--- config.mk ---
export PLATFORM = sky130hd
export DESIGN_NAME = regfile_read_arbiter
export DESIGN_NICKNAME = d
export VERILOG_FILES = /design/src/rtl/regfile_read_arbiter.sv
export SDC_FILE = /design/constraint.sdc
export NUM_CORES = 1
export LEC_CHECK = 0
export CAP_MARGIN = 15
export CORE_MARGIN = 8
export CORE_UTILIZATION = 44
export CTS_CLUSTER_SIZE = 30
export DETAILED_ROUTE_END_ITERATION = 10
export GPL_TIMING_DRIVEN = 0
export PLACE_DENSITY = 0.91
export SETUP_SLACK_MARGIN = 0.3
export SLEW_MARGIN = 5
export SYNTH_ARGS = -nofsm -noshare
export SYNTH_HDL_FRONTEND = slang
export SYNTH_SLANG_ARGS = --single-unit
--- constraint.sdc ---
create_clock -name clk -period 2.5 [get_ports clk]
set_input_delay 0.5 -clock clk [delete_from_list [all_inputs] [get_ports clk]]
set_output_delay 0.5 -clock clk [all_outputs]
set_load 0.005 [all_outputs]
--- src/rtl/regfile_read_arbiter.sv ---
// Round-robin owner of the register-file read selector: serves NREQ single-address
// readers and a debug scan that streams all 2**AW entries out on a valid/ready port.
module regfile_read_arbiter #(
    parameter int NREQ = 4,
    parameter int AW   = 5,
    parameter int DW   = 32
) (
    input  logic               clk,
    input  logic               rst,
    input  logic [NREQ-1:0]    req_valid,
    input  logic [NREQ*AW-1:0] req_addr,
    output logic [NREQ-1:0]    rsp_valid,
    output logic [DW-1:0]      rsp_data,
    input  logic               scan_start,
    output logic               scan_valid,
    input  logic               scan_ready,
    output logic [AW-1:0]      scan_idx,
    output logic [DW-1:0]      scan_data,
    output logic               scan_done,
    output logic               busy,
    output logic               sel_ena,
    output logic [AW-1:0]      sel_idx,
    input  logic [DW-1:0]      sel_data
);

    localparam int GW = (NREQ > 1) ? $clog2(NREQ) : 1;
    localparam logic [GW-1:0] LAST_RESET = GW'(NREQ - 1);

    typedef enum logic [1:0] {ARB, READ, SCAN_RD, SCAN_OUT} stateT;

    stateT           state, stateNext;
    logic [GW-1:0]   lastGnt, lastGntNext;
    logic [GW-1:0]   gnt, gntNext;
    logic [GW-1:0]   pick;
    logic            scanPend, scanPendNext;
    logic [AW-1:0]   scanPtr, scanPtrNext;
    logic [NREQ-1:0] eligible;
    logic [AW-1:0]   pickAddr;
    logic [NREQ-1:0] rspValidNext;
    logic [DW-1:0]   rspDataNext;
    logic            scanValidNext;
    logic [AW-1:0]   scanIdxNext;
    logic [DW-1:0]   scanDataNext;
    logic            scanDoneNext;
    logic            selEnaNext;
    logic [AW-1:0]   selIdxNext;
    logic            scanning;

    // First eligible requester strictly after the last one served, wrapping at NREQ-1.
    function automatic logic [GW-1:0] rrPick(input logic [NREQ-1:0] elig,
                                             input logic [GW-1:0]   last);
        logic [GW-1:0] cand;
        logic          found;
        rrPick = last;
        found  = 1'b0;
        for (int k = 1; k <= NREQ; k++) begin
            cand = GW'((int'(last) + k) % NREQ);
            if (!found && elig[cand]) begin
                rrPick = cand;
                found  = 1'b1;
            end
        end
    endfunction

    // A requester whose response is on the bus this cycle must not be regranted.
    assign eligible = req_valid & ~rsp_valid;
    assign pick     = rrPick(eligible, lastGnt);
    assign busy     = (state != ARB);
    assign scanning = (state == SCAN_RD) || (state == SCAN_OUT);

    always_comb begin
        pickAddr = '0;
        for (int i = 0; i < NREQ; i++) begin
            if (pick == GW'(i)) begin
                pickAddr = req_addr[i*AW +: AW];
            end
        end
    end

    always_comb begin
        stateNext     = state;
        lastGntNext   = lastGnt;
        gntNext       = gnt;
        scanPendNext  = scanPend;
        scanPtrNext   = scanPtr;
        rspValidNext  = '0;
        rspDataNext   = rsp_data;
        scanValidNext = scan_valid;
        scanIdxNext   = scan_idx;
        scanDataNext  = scan_data;
        scanDoneNext  = 1'b0;
        selEnaNext    = 1'b0;
        selIdxNext    = sel_idx;

        if (scan_start && !scanning) begin
            scanPendNext = 1'b1;
        end

        // sel_ena is registered, so it is raised exactly for the READ and SCAN_RD cycles.
        unique case (state)
            ARB: begin
                if (scanPend || scan_start) begin
                    stateNext    = SCAN_RD;
                    scanPtrNext  = '0;
                    scanPendNext = 1'b0;
                    selEnaNext   = 1'b1;
                    selIdxNext   = '0;
                end else if (|eligible) begin
                    stateNext  = READ;
                    gntNext    = pick;
                    selEnaNext = 1'b1;
                    selIdxNext = pickAddr;
                end
            end
            READ: begin
                rspDataNext       = sel_data;
                rspValidNext[gnt] = 1'b1;
                lastGntNext       = gnt;
                stateNext         = ARB;
            end
            SCAN_RD: begin
                scanDataNext  = sel_data;
                scanIdxNext   = scanPtr;
                scanValidNext = 1'b1;
                stateNext     = SCAN_OUT;
            end
            SCAN_OUT: begin
                if (scan_ready) begin
                    scanValidNext = 1'b0;
                    if (scanPtr == '1) begin
                        scanDoneNext = 1'b1;
                        scanPtrNext  = '0;
                        stateNext    = ARB;
                    end else begin
                        scanPtrNext = scanPtr + 1'b1;
                        selEnaNext  = 1'b1;
                        selIdxNext  = scanPtr + 1'b1;
                        stateNext   = SCAN_RD;
                    end
                end
            end
            default: stateNext = ARB;
        endcase
    end

    always_ff @(posedge clk) begin
        if (rst) begin
            state      <= ARB;
            lastGnt    <= LAST_RESET;
            gnt        <= '0;
            scanPend   <= 1'b0;
            scanPtr    <= '0;
            rsp_valid  <= '0;
            rsp_data   <= '0;
            scan_valid <= 1'b0;
            scan_idx   <= '0;
            scan_data  <= '0;
            scan_done  <= 1'b0;
            sel_ena    <= 1'b0;
            sel_idx    <= '0;
        end else begin
            state      <= stateNext;
            lastGnt    <= lastGntNext;
            gnt        <= gntNext;
            scanPend   <= scanPendNext;
            scanPtr    <= scanPtrNext;
            rsp_valid  <= rspValidNext;
            rsp_data   <= rspDataNext;
            scan_valid <= scanValidNext;
            scan_idx   <= scanIdxNext;
            scan_data  <= scanDataNext;
            scan_done  <= scanDoneNext;
            sel_ena    <= selEnaNext;
            sel_idx    <= selIdxNext;
        end
    end

endmodule

Yosys cells after proc, flatten, opt, wreduce, memory -nomap -nowiden
Cells that the tools add are included.
{ "totals": {"word_cells": 111, "output_inout_bits": 82, "regBits": 93} }
{ "classes": {"n_lt_le_gt_ge": 6, "mux": 46, "n_addsub": 5, "eq_ne": 11, "n_reduce_logical": 24, "n_bitwise": 6} }
{ "op_table": {"columns": ["cell", "n"], "rows": [
  ["5-bit two-way mux", 11],
  ["5-bit case mux with 2 select lines", 2],
  ["1-bit two-way mux", 17],
  ["2-bit two-way mux", 8],
  ["2-bit by 3-bit < comparator with 1-bit output, second input constant", 5],
  ["1-bit binary-select mux with 2-bit select", 4],
  ["2-bit == test, second input constant", 4],
  ["2-bit case mux with 4 select lines", 1],
  ["2-bit inequality test, second input constant", 3],
  ["3-bit AND reduction", 2],
  ["2-bit nonzero test", 3],
  ["5-bit by 1-bit adder with 5-bit output, second input constant", 1],
  ["5-bit == test, second input constant", 1],
  ["1-bit logical AND", 5],
  ["2-bit by 1-bit adder with 2-bit output, second input constant", 2],
  ["2-bit adder, second input constant", 2],
  ["4-bit AND", 1],
  ["2-bit by 1-bit == test with 1-bit output, second input constant", 2],
  ["1-bit zero test", 4],
  ["2-bit zero test", 2],
  ["1-bit NOT", 4],
  ["4-bit NOT", 1],
  ["1-bit case mux with 2 select lines", 2],
  ["2-bit AND reduction", 2],
  ["8 further kinds", 9]
]} }

Logic depth before layout (Yosys ltp)
Gate-level depths: netlist of run 1.
{ "depth": {"depth_word": 22, "depth_mapped": 8} }

Worst setup path after synthesis of run 1
No wires, ideal clock.
{ "synth_path": {"path_type": "register to register", "startpoint": "register scanPtr[0]", "endpoint": "register sel_idx[0]", "stages_incl_launch_ff": 9, "slack_ns": 0.609, "setup_ns": 0.117, "arrival_time_ns": 1.774, "path_buffers": 0, "cell_sequence": "dfxtp_1 -> ha_1 -> and3_1 -> ha_1 -> or2_2 -> o2bb2ai_1 -> a21oi_1 -> o221a_1 -> nor3_2"} }
{ "synth_via": {"elab_chain_cells": 4} }
{ "synth_rtl": {"columns": ["element", "line_no", "source"], "rows": [
  ["start, declared", "36", "logic [AW-1:0] scanPtr, scanPtrNext;"],
  ["start signal, assigned", "166", "scanPtr <= scanPtrNext;"],
  ["5-bit by 1-bit adder with 5-bit output", "137", "selIdxNext = scanPtr + 1'b1;"],
  ["5-bit two-way mux", "130", "if (scanPtr == '1) begin"],
  ["5-bit two-way mux", "128", "if (scan_ready) begin"],
  ["5-bit case mux with 2 select lines", "100", "unique case (state)"],
  ["end signal, assigned", "174", "sel_idx <= selIdxNext;"],
  ["end, declared", "22", "output logic [AW-1:0] sel_idx,"]
]} }
Parallel ways exist; a longest one is shown, timed or not. The select of a mux whose other input is x is not followed.
A chain may end at the register's enable or synchronous reset.

Worst setup path after layout of run 1
{ "layout_path": {"startpoint": "register state[0]", "endpoint": "output busy"} }
{ "layout_via": {"elab_chain_cells": 1} }
{ "layout_rtl": {"columns": ["element", "line_no", "source"], "rows": [
  ["start, declared", "31", "stateT state, stateNext;"],
  ["start signal, assigned", "162", "state <= stateNext;"],
  ["2-bit nonzero test", "68", "assign busy = (state != ARB);"],
  ["end, declared", "20", "output logic busy,"]
]} }
No other way between the ends.

==> qor.json, run 1 <==
{
  "hold_path": {
    "hold-path-cell-count": 2,
    "hold_path_class": "in2reg"
  },
  "finish": {
    "layout_common_cells": "clkdlybuf4s50_1, dfxtp_1, nor2_1",
    "design_area_sq_um": 5570,
    "final_layout_size_suffix_gt1_frac": 0.0673,
    "post_layout_nonfiller_instances": 643,
    "areaGrowthSynthToFinish_pct": 47.5,
    "n_fill_cell": 689,
    "fin_nets": 597,
    "multi_input_combinational_cell_area_sq_um": 1810,
    "area_taken_by_flip_flops_and_latches_sq_um": 1860,
    "layout_commonest_cell": "clkdlybuf4s50_1",
    "antennaDiodeCount": 0
  },
  "timing": {
    "period_share": 0.852,
    "final.min_clock_period_ns": 2.13,
    "report.final.setup_viol": 0,
    "slew_headroom": 0.486,
    "finalHoldViolations": 0,
    "tightest_slew_ns": 0.770,
    "fin_worst_skew_ns": 0.0108,
    "final_report_max_slew_violation_count": 0,
    "achievable-frequency_mhz": 469,
    "setup_repair_after_global_routing_missed_its_margin": "yes",
    "setup_tns_ns": 0
  },
  "die": {
    "die-area_sq_um": 11800,
    "num_io_pins": 142,
    "initial_utilization": 0.444,
    "placement_rows": 34,
    "die-width_microns": 109,
    "die-height_microns": 109,
    "core-area_sq_um": 8510
  },
  "placed_design": {
    "gp_congestion": 0.853,
    "placement.io_buffers": 140,
    "dpl_cell_area_sq_um": 5320,
    "post-place-cells": 627,
    "dpl.hpwl_mm": 8.40
  },
  "clock_tree": {
    "tritoncts.num_buffers": 9,
    "cts_tree": "yes",
    "path_clk_slew_ns": 0.10,
    "cts.htree.levels": 3,
    "cts_root_buf": "clkbuf_8",
    "worstSkewPairLatency_ns": 0.36,
    "clock_sink_count": 93,
    "ctsLongestPathBuffers": 2,
    "number_of_buffers_inserted_by_post_cts_setup_repair": 0
  },
  "yosys": {
    "seq_area_frac_synth": 0.493,
    "ys_warn_count": 0,
    "net_count_after_synthesis": 446,
    "ys_async_sr_fraction": 0,
    "syn_area_sq_um": 3780,
    "synth_top_cells_by_area": "dfxtp_1, mux2i_1, nor2_1",
    "synth_cell_types": 44,
    "yosys_register_bits": 93,
    "synth_area_leader_cell": "dfxtp_1",
    "yosys.area.top_type_share": 0.493,
    "synthFlopType": "dfxtp_1",
    "synth_enable_flop_cells": 0,
    "synthesis.instances": 379,
    "post_synth.cell_area_avg_sq_um": 9.97
  },
  "setup_path": {
    "path_max_fanout": 6,
    "cp-end-kind": "output port",
    "wp_data_arrival_ns": 1.63,
    "reg2reg_depth": 8,
    "cp-start-kind": "flip-flop",
    "critPathKind": "reg2out",
    "required_time_at_the_worst_slack_endpoint_ns": 2.00
  },
  "drt": {
    "aggregate_routed_wire_length_mm": 11.2,
    "wire_per_inst_microns": 17.5,
    "vias": 3298,
    "detail_route.first_pass.iterations": 6,
    "drc": 0,
    "antenna_violating_nets_post_route": 0,
    "detail_route.iter0.violations": 99,
    "vias_per_cell": 5.13
  },
  "grt": {
    "grt_util_all_layers": 0.194,
    "first_global_vias": 3606,
    "grt_overflow_total": 0,
    "grt_antenna_before_repair": 0,
    "grt_max_degree": 17,
    "grt_first_pass_wirelength_mm": 18.2
  },
  "pwr": {
    "net-switching-power_w": 0.00146,
    "max-vdd-ir-drop_mv": 0.459,
    "power_density_nw_per_um2": 853,
    "total_power_w": 0.00475,
    "pwr-share-clk": 0.258,
    "power_frac_comb": 0.352,
    "p_seq_frac": 0.390,
    "power_leakage_nw": 2.13,
    "sw_frac_of_total": 0.307,
    "internal_power_w": 0.00329
  },
  "job": {
    "timing.max_cap.violations": 0
  },
  "status": {
    "status": "finished, final reports clean"
  }
}
worst max-delay path, cell delays in order (launching register included):
cell and delay (ns):
dfxtp_2 0.38, inv_1 0.09, ha_2 0.23, inv_1 0.06, clkdlybuf4s50_1 0.50
power groups by stage:
| stage | Sequential (W) | Combinational, W | Clock (W) |
|---|---|---|---|
| final | 0.00185 | 0.00167 | 0.00123 |
| after global routing | 0.00188 | 0.00182 | 0.00130 |
| after CTS | 0.00185 | 0.00168 | 0.00124 |
| after detailed placement | 0.00188 | 0.00167 | 0 |
| after global placement | 0.00186 | 0.00162 | 0 |
| after floorplan | 0.00188 | 0.000926 | 0 |
synth_stat cells, drive strengths merged (2+ instances only):
cell,instances
a211oi,2
a21oi,16
a2bb2oi,2
and2,2
buf,7
clkbuf,14
dfxtp,93
ha,7
inv,6
mux2i,84
nand2,9
nand2b,5
nand3,2
nand3b,2
nor2,88
nor2b,4
nor3,9
nor3b,2
o21ai,3
o221a,5
registers in the layout (all words and copies together) (netlist names):
signal      flops
rsp_data       32
scan_data      32
scanPtr         5
scan_idx        5
sel_idx         5
rsp_valid       4
gnt             2
lastGnt         2
state           2
scanPend        1
scan_done       1
scan_valid      1
sel_ena         1
stage by stage:
step	utilization	hold WS, ns	setup WS (ns)
2_1_floorplan	-	0.447	0.609
3_3_place_gp	0.625	0.473	0.201
3_5_place_dp	0.625	0.480	0.130
4_1_cts	0.654	0.396	0.304
5_1_grt	0.655	0.401	0.287
6_report	0.655	0.396	0.369
timing repair:
| item | 4_1_cts | 5_1_grt |
|---|---|---|
| endpoints found under the setup margin | 1 | 6 |
| gates cloned | 0 | 0 |
| resized for setup | 1 | 4 |
| hold buffers | 0 | 0 |
cell families (layout without fill, tap and decap cells):
| logic type | Yosys count | count (layout) | synth area share |
|---|---|---|---|
| AND/OR/NAND/NOR | 133 | 133 | 0.165 |
| flip-flops | 93 | 93 | 0.493 |
| multiplexers | 84 | 84 | 0.222 |
| AO/OA/AOI/OAI | 33 | 33 | 0.0602 |
| buffers and inverters | 27 | 183 | 0.0318 |
| adder cells (fa/ha/maj) | 7 | 7 | 0.0232 |
| XOR/XNOR | 2 | 2 | 0.00464 |
layout make-up:
| class | count | share of cell area |
|---|---|---|
| Timing Repair Buffer | 140 | 0.251 |
| Tap cell | 108 | 0.0242 |
| Sequential cell | 93 | 0.334 |
| Inverter | 6 | 0.00404 |
| Buffer | 21 | 0.0175 |
| Multi-Input combinational cell | 259 | 0.324 |
| Clock inverter | 7 | 0.0220 |
| Clock buffer | 9 | 0.0222 |
layer usage:
layer  global-route usage  vias to the layer above  share of wire
met5                    0                        -              0
met4               0.0753                        0          0.016
met3               0.0839                       14          0.097
met2                0.331                      108           0.50
met1                0.207                     1580           0.39
li1                     -                     1596              -
worst paths after layout:
path	start	end	slack, ns
min reg2reg	rsp_data[23]	rsp_data[23]	0.50
min	rst	sel_idx[4]	0.40
max reg2reg	scanPtr[0]	sel_idx[3]	0.38
max	state[0]	busy	0.37
Note: power is estimated with default switching activity, not from simulation.
==> inputs of run 2 (changes only) <==
Settings changed: REMOVE_ABC_BUFFERS set to 1.
Clock period 2.5 ns to 2.4 ns, I/O delays scaled along.
==> run 2 against run 1 <==
Design area shrank 0.81%. Sequential share of layout area grew 0.30 points. Via count shrank 3.6%. Global-route usage shrank 2.8 points. Core utilization shrank 0.53 points. Die area is the same. First-iteration DRC count grew 47%. Clock skew grew 0.0045 ns. Count of clock-buffer cells in the layout grew 1. Critical path depth grew 4. Setup slack lost 0.0033 ns. Non-clock buffer count shrank 16. Critical endpoint is now sel_idx[4]. Largest power group unchanged.
==> qor.json, run 2 (synthesized netlist as in run 1, its figures left out) <==
{
  "status": {
    "status": "finished, final reports clean"
  },
  "timing": {
    "achievable-frequency_mhz": 492,
    "final_report_max_slew_violation_count": {"value": 0, "change": "unchanged"},
    "final.min_clock_period_ns": 2.03,
    "tightest_slew": {"value": 0.944, "unit": "ns", "change": "+0.174 ns"},
    "setup_repair_after_global_routing_missed_its_margin": "yes",
    "setup_tns": {"value": 0, "unit": "ns", "change": "unchanged"},
    "fin_worst_skew": {"value": 0.0153, "unit": "ns", "change": "+0.00452 ns"},
    "period_share": 0.848,
    "finalHoldViolations": {"value": 0, "change": "unchanged"},
    "slew_headroom": {"value": 0.371, "change": "-0.116"},
    "report.final.setup_viol": {"value": 0, "change": "unchanged"}
  },
  "placed_design": {
    "gp_congestion": {"value": 0.785, "change": "-7.9%"},
    "placement.io_buffers": {"value": 141, "change": "+0.71%"},
    "dpl.hpwl": {"value": 7.55, "unit": "mm", "change": "-10%"},
    "dpl_cell_area": {"value": 5270, "unit": "sq um", "change": "-0.85%"}
  },
  "finish": {
    "final_layout_size_suffix_gt1_frac": {"value": 0.0848, "change": "+0.0175"},
    "n_fill_cell": {"value": 668, "change": "-3.0%"},
    "design_area": {"value": 5530, "unit": "sq um", "change": "-0.81%"},
    "layout_commonest_cell": "clkdlybuf4s50_1",
    "layout_common_cells": "clkdlybuf4s50_1, dfxtp_1, nor2_1",
    "antennaDiodeCount": {"value": 0, "change": "unchanged"},
    "layout_top_registers": "rsp_data (32), scan_data (32)",
    "area_taken_by_flip_flops_and_latches": {"value": 1870, "unit": "sq um", "change": "about the same"},
    "areaGrowthSynthToFinish_pct": 46.3,
    "fin_nets": {"value": 581, "change": "-2.7%"},
    "multi_input_combinational_cell_area": {"value": 1850, "unit": "sq um", "change": "+2.3%"}
  },
  "job": {
    "timing.max_cap.violations": {"value": 0, "change": "unchanged"}
  },
  "drt": {
    "detail_route.iter0.violations": {"value": 146, "change": "+47%"},
    "aggregate_routed_wire_length": {"value": 10.2, "unit": "mm", "change": "-9.0%"},
    "vias": {"value": 3180, "change": "-3.6%"},
    "wire_per_inst": {"value": 16.3, "unit": "microns", "change": "-6.6%"},
    "antenna_violating_nets_post_route": {"value": 0, "change": "unchanged"},
    "detail_route.first_pass.iterations": {"value": 6, "change": "unchanged"},
    "drc": {"value": 0, "change": "unchanged"},
    "vias_per_cell": {"value": 5.07, "change": "-1.1%"}
  },
  "clock_tree": {
    "cts_tree": "yes",
    "ctsLongestPathBuffers": {"value": 2, "change": "unchanged"},
    "path_clk_slew": {"value": 0.09, "unit": "ns", "change": "about the same"},
    "tritoncts.num_buffers": {"value": 9, "change": "unchanged"},
    "worstSkewPairLatency": {"value": 0.35, "unit": "ns", "change": "about the same"},
    "cts_root_buf": "clkbuf_8",
    "hold_buffers": {"value": 0, "change": "unchanged"},
    "cts.htree.levels": {"value": 3, "change": "unchanged"},
    "clock_sink_count": {"value": 93, "change": "unchanged"}
  },
  "grt": {
    "grt_util_all_layers": {"value": 0.166, "change": "-0.0280"},
    "global_routing_met2_resource_utilization": {"value": 0.279, "change": "-0.0514"},
    "met1_track_demand_over_resource": {"value": 0.182, "change": "-0.0252"},
    "grt_first_pass_wirelength": {"value": 15.9, "unit": "mm", "change": "-13%"},
    "grt.busiest_layer": "met2",
    "first_global_vias": {"value": 3253, "change": "-9.8%"},
    "grt_max_degree": {"value": 94, "change": "+77"},
    "grt_antenna_before_repair": {"value": 0, "change": "unchanged"},
    "grt_overflow_total": {"value": 0, "change": "unchanged"},
    "global_route.usage.met3": {"value": 0.0774, "change": "-0.00650"}
  },
  "setup_path": {
    "path_max_fanout": {"value": 6, "change": "unchanged"},
    "worst_path_max_delay_cell": "dfxtp_2",
    "required_time_at_the_worst_slack_endpoint": {"value": 2.60, "unit": "ns", "change": "+0.60 ns"},
    "cp-start-kind": "flip-flop",
    "critical_path.top_delay_family": "simple AND/OR/NAND/NOR gates",
    "worst_path_largest_cell_delay": {"value": 0.36, "unit": "ns", "change": "-0.14 ns"},
    "worst-path-stages": {"value": 8, "change": "+4"},
    "cp-end-kind": "flip-flop",
    "wp_data_arrival": {"value": 2.23, "unit": "ns", "change": "+0.60 ns"},
    "critPathKind": "reg2reg",
    "crit_path_cell_chain": "ha_2 -> and3_1 -> ha_1 -> or2_2 -> o2bb2ai_2 -> a21oi_1 -> o221a_2 -> nor3_2",
    "reg2reg_depth": {"value": 8, "change": "unchanged"},
    "worst-path-buf-inv": {"value": 0, "change": "-3"}
  },
  "pwr": {
    "power_leakage": {"value": 2.09, "unit": "nW", "change": "-1.9%"},
    "power_density": {"value": 851, "unit": "nW/um^2", "change": "-0.25%"},
    "max-vdd-ir-drop": {"value": 0.479, "unit": "mV", "change": "+4.3%"}
  },
  "die": {
    "initial_utilization": {"value": 0.444, "change": "unchanged"},
    "core-area": {"value": 8510, "unit": "sq um", "change": "unchanged"},
    "num_io_pins": {"value": 142, "change": "unchanged"},
    "placement_rows": {"value": 34, "change": "unchanged"},
    "die-area": {"value": 11800, "unit": "sq um", "change": "unchanged"},
    "die-height": {"value": 109, "unit": "microns", "change": "unchanged"},
    "die-width": {"value": 109, "unit": "microns", "change": "unchanged"}
  },
  "hold_path": {
    "hold_path_class": "reg2reg",
    "hold-path-cell-count": {"value": 2, "change": "unchanged"}
  }
}
-- run 2: worst reg2reg max path, delay by kind of cell, from the launching register on --
kind	cells	cell delay [ns]
AOI/OAI and AO/OA	3	0.55
DFF	1	0.36
adders and majority gates	2	0.41
and+or+nand+nor	3	0.57
-- run 2: layer usage --
| metal | vias to the layer above | share of wire |
|---|---|---|
| met1 | 1498 | 0.39 |
| li1 | 1570 | - |
| met3 | 9 | 0.11 |
| met4 | 0 | 0.0091 |
| met5 | - | 0 |
| met2 | 103 | 0.49 |
-- run 2: layout make-up --
type                    instances  share of cell area
repair buffers                145               0.267
clock inverters                 6             0.00792
multi-input cells             259               0.334
inverters                       6             0.00407
flip-flops and latches         93               0.337
clock buffers                  10              0.0249
well taps                     108              0.0244
-- run 2: metrics by stage --
stage	util	total power [W]	setup WS [ns]	cells	hold slack (ns)
floorplan	-	0.00290	0.0878	358	0.440
global placement	0.615	0.00363	-1.21	607	0.468
detailed placement	0.620	0.00370	-0.191	609	0.476
CTS	0.643	0.00469	0.303	625	0.490
global route	0.650	0.00497	0.285	627	0.497
finish	0.650	0.00470	0.366	627	0.503
-- run 2: worst paths after layout --
kind | to | slack [ns] | startpoint
worst max-delay path | sel_idx[4] | 0.37 | scanPtr[0]
worst min-delay path | rsp_data[21] | 0.50 | rsp_data[21]
worst max register to register | sel_idx[4] | 0.37 | scanPtr[0]
worst min register to register | rsp_data[21] | 0.50 | rsp_data[21]
-- run 2: repair_timing --
item	in CTS	in global routing
pin swaps	0	1
resized for setup	5	9
endpoints found under the setup margin	6	6
endpoints found under the hold margin	0	0
buffers inserted	0	2
cloned	0	0
-- run 2: power breakdown --
group / leakage, nW / switching (W) / internal, W
Combinational: 1.23 / 0.000808 / 0.00101
Clock: 0.0935 / 0.000552 / 0.000413
Sequential: 0.759 / 0.000140 / 0.00178
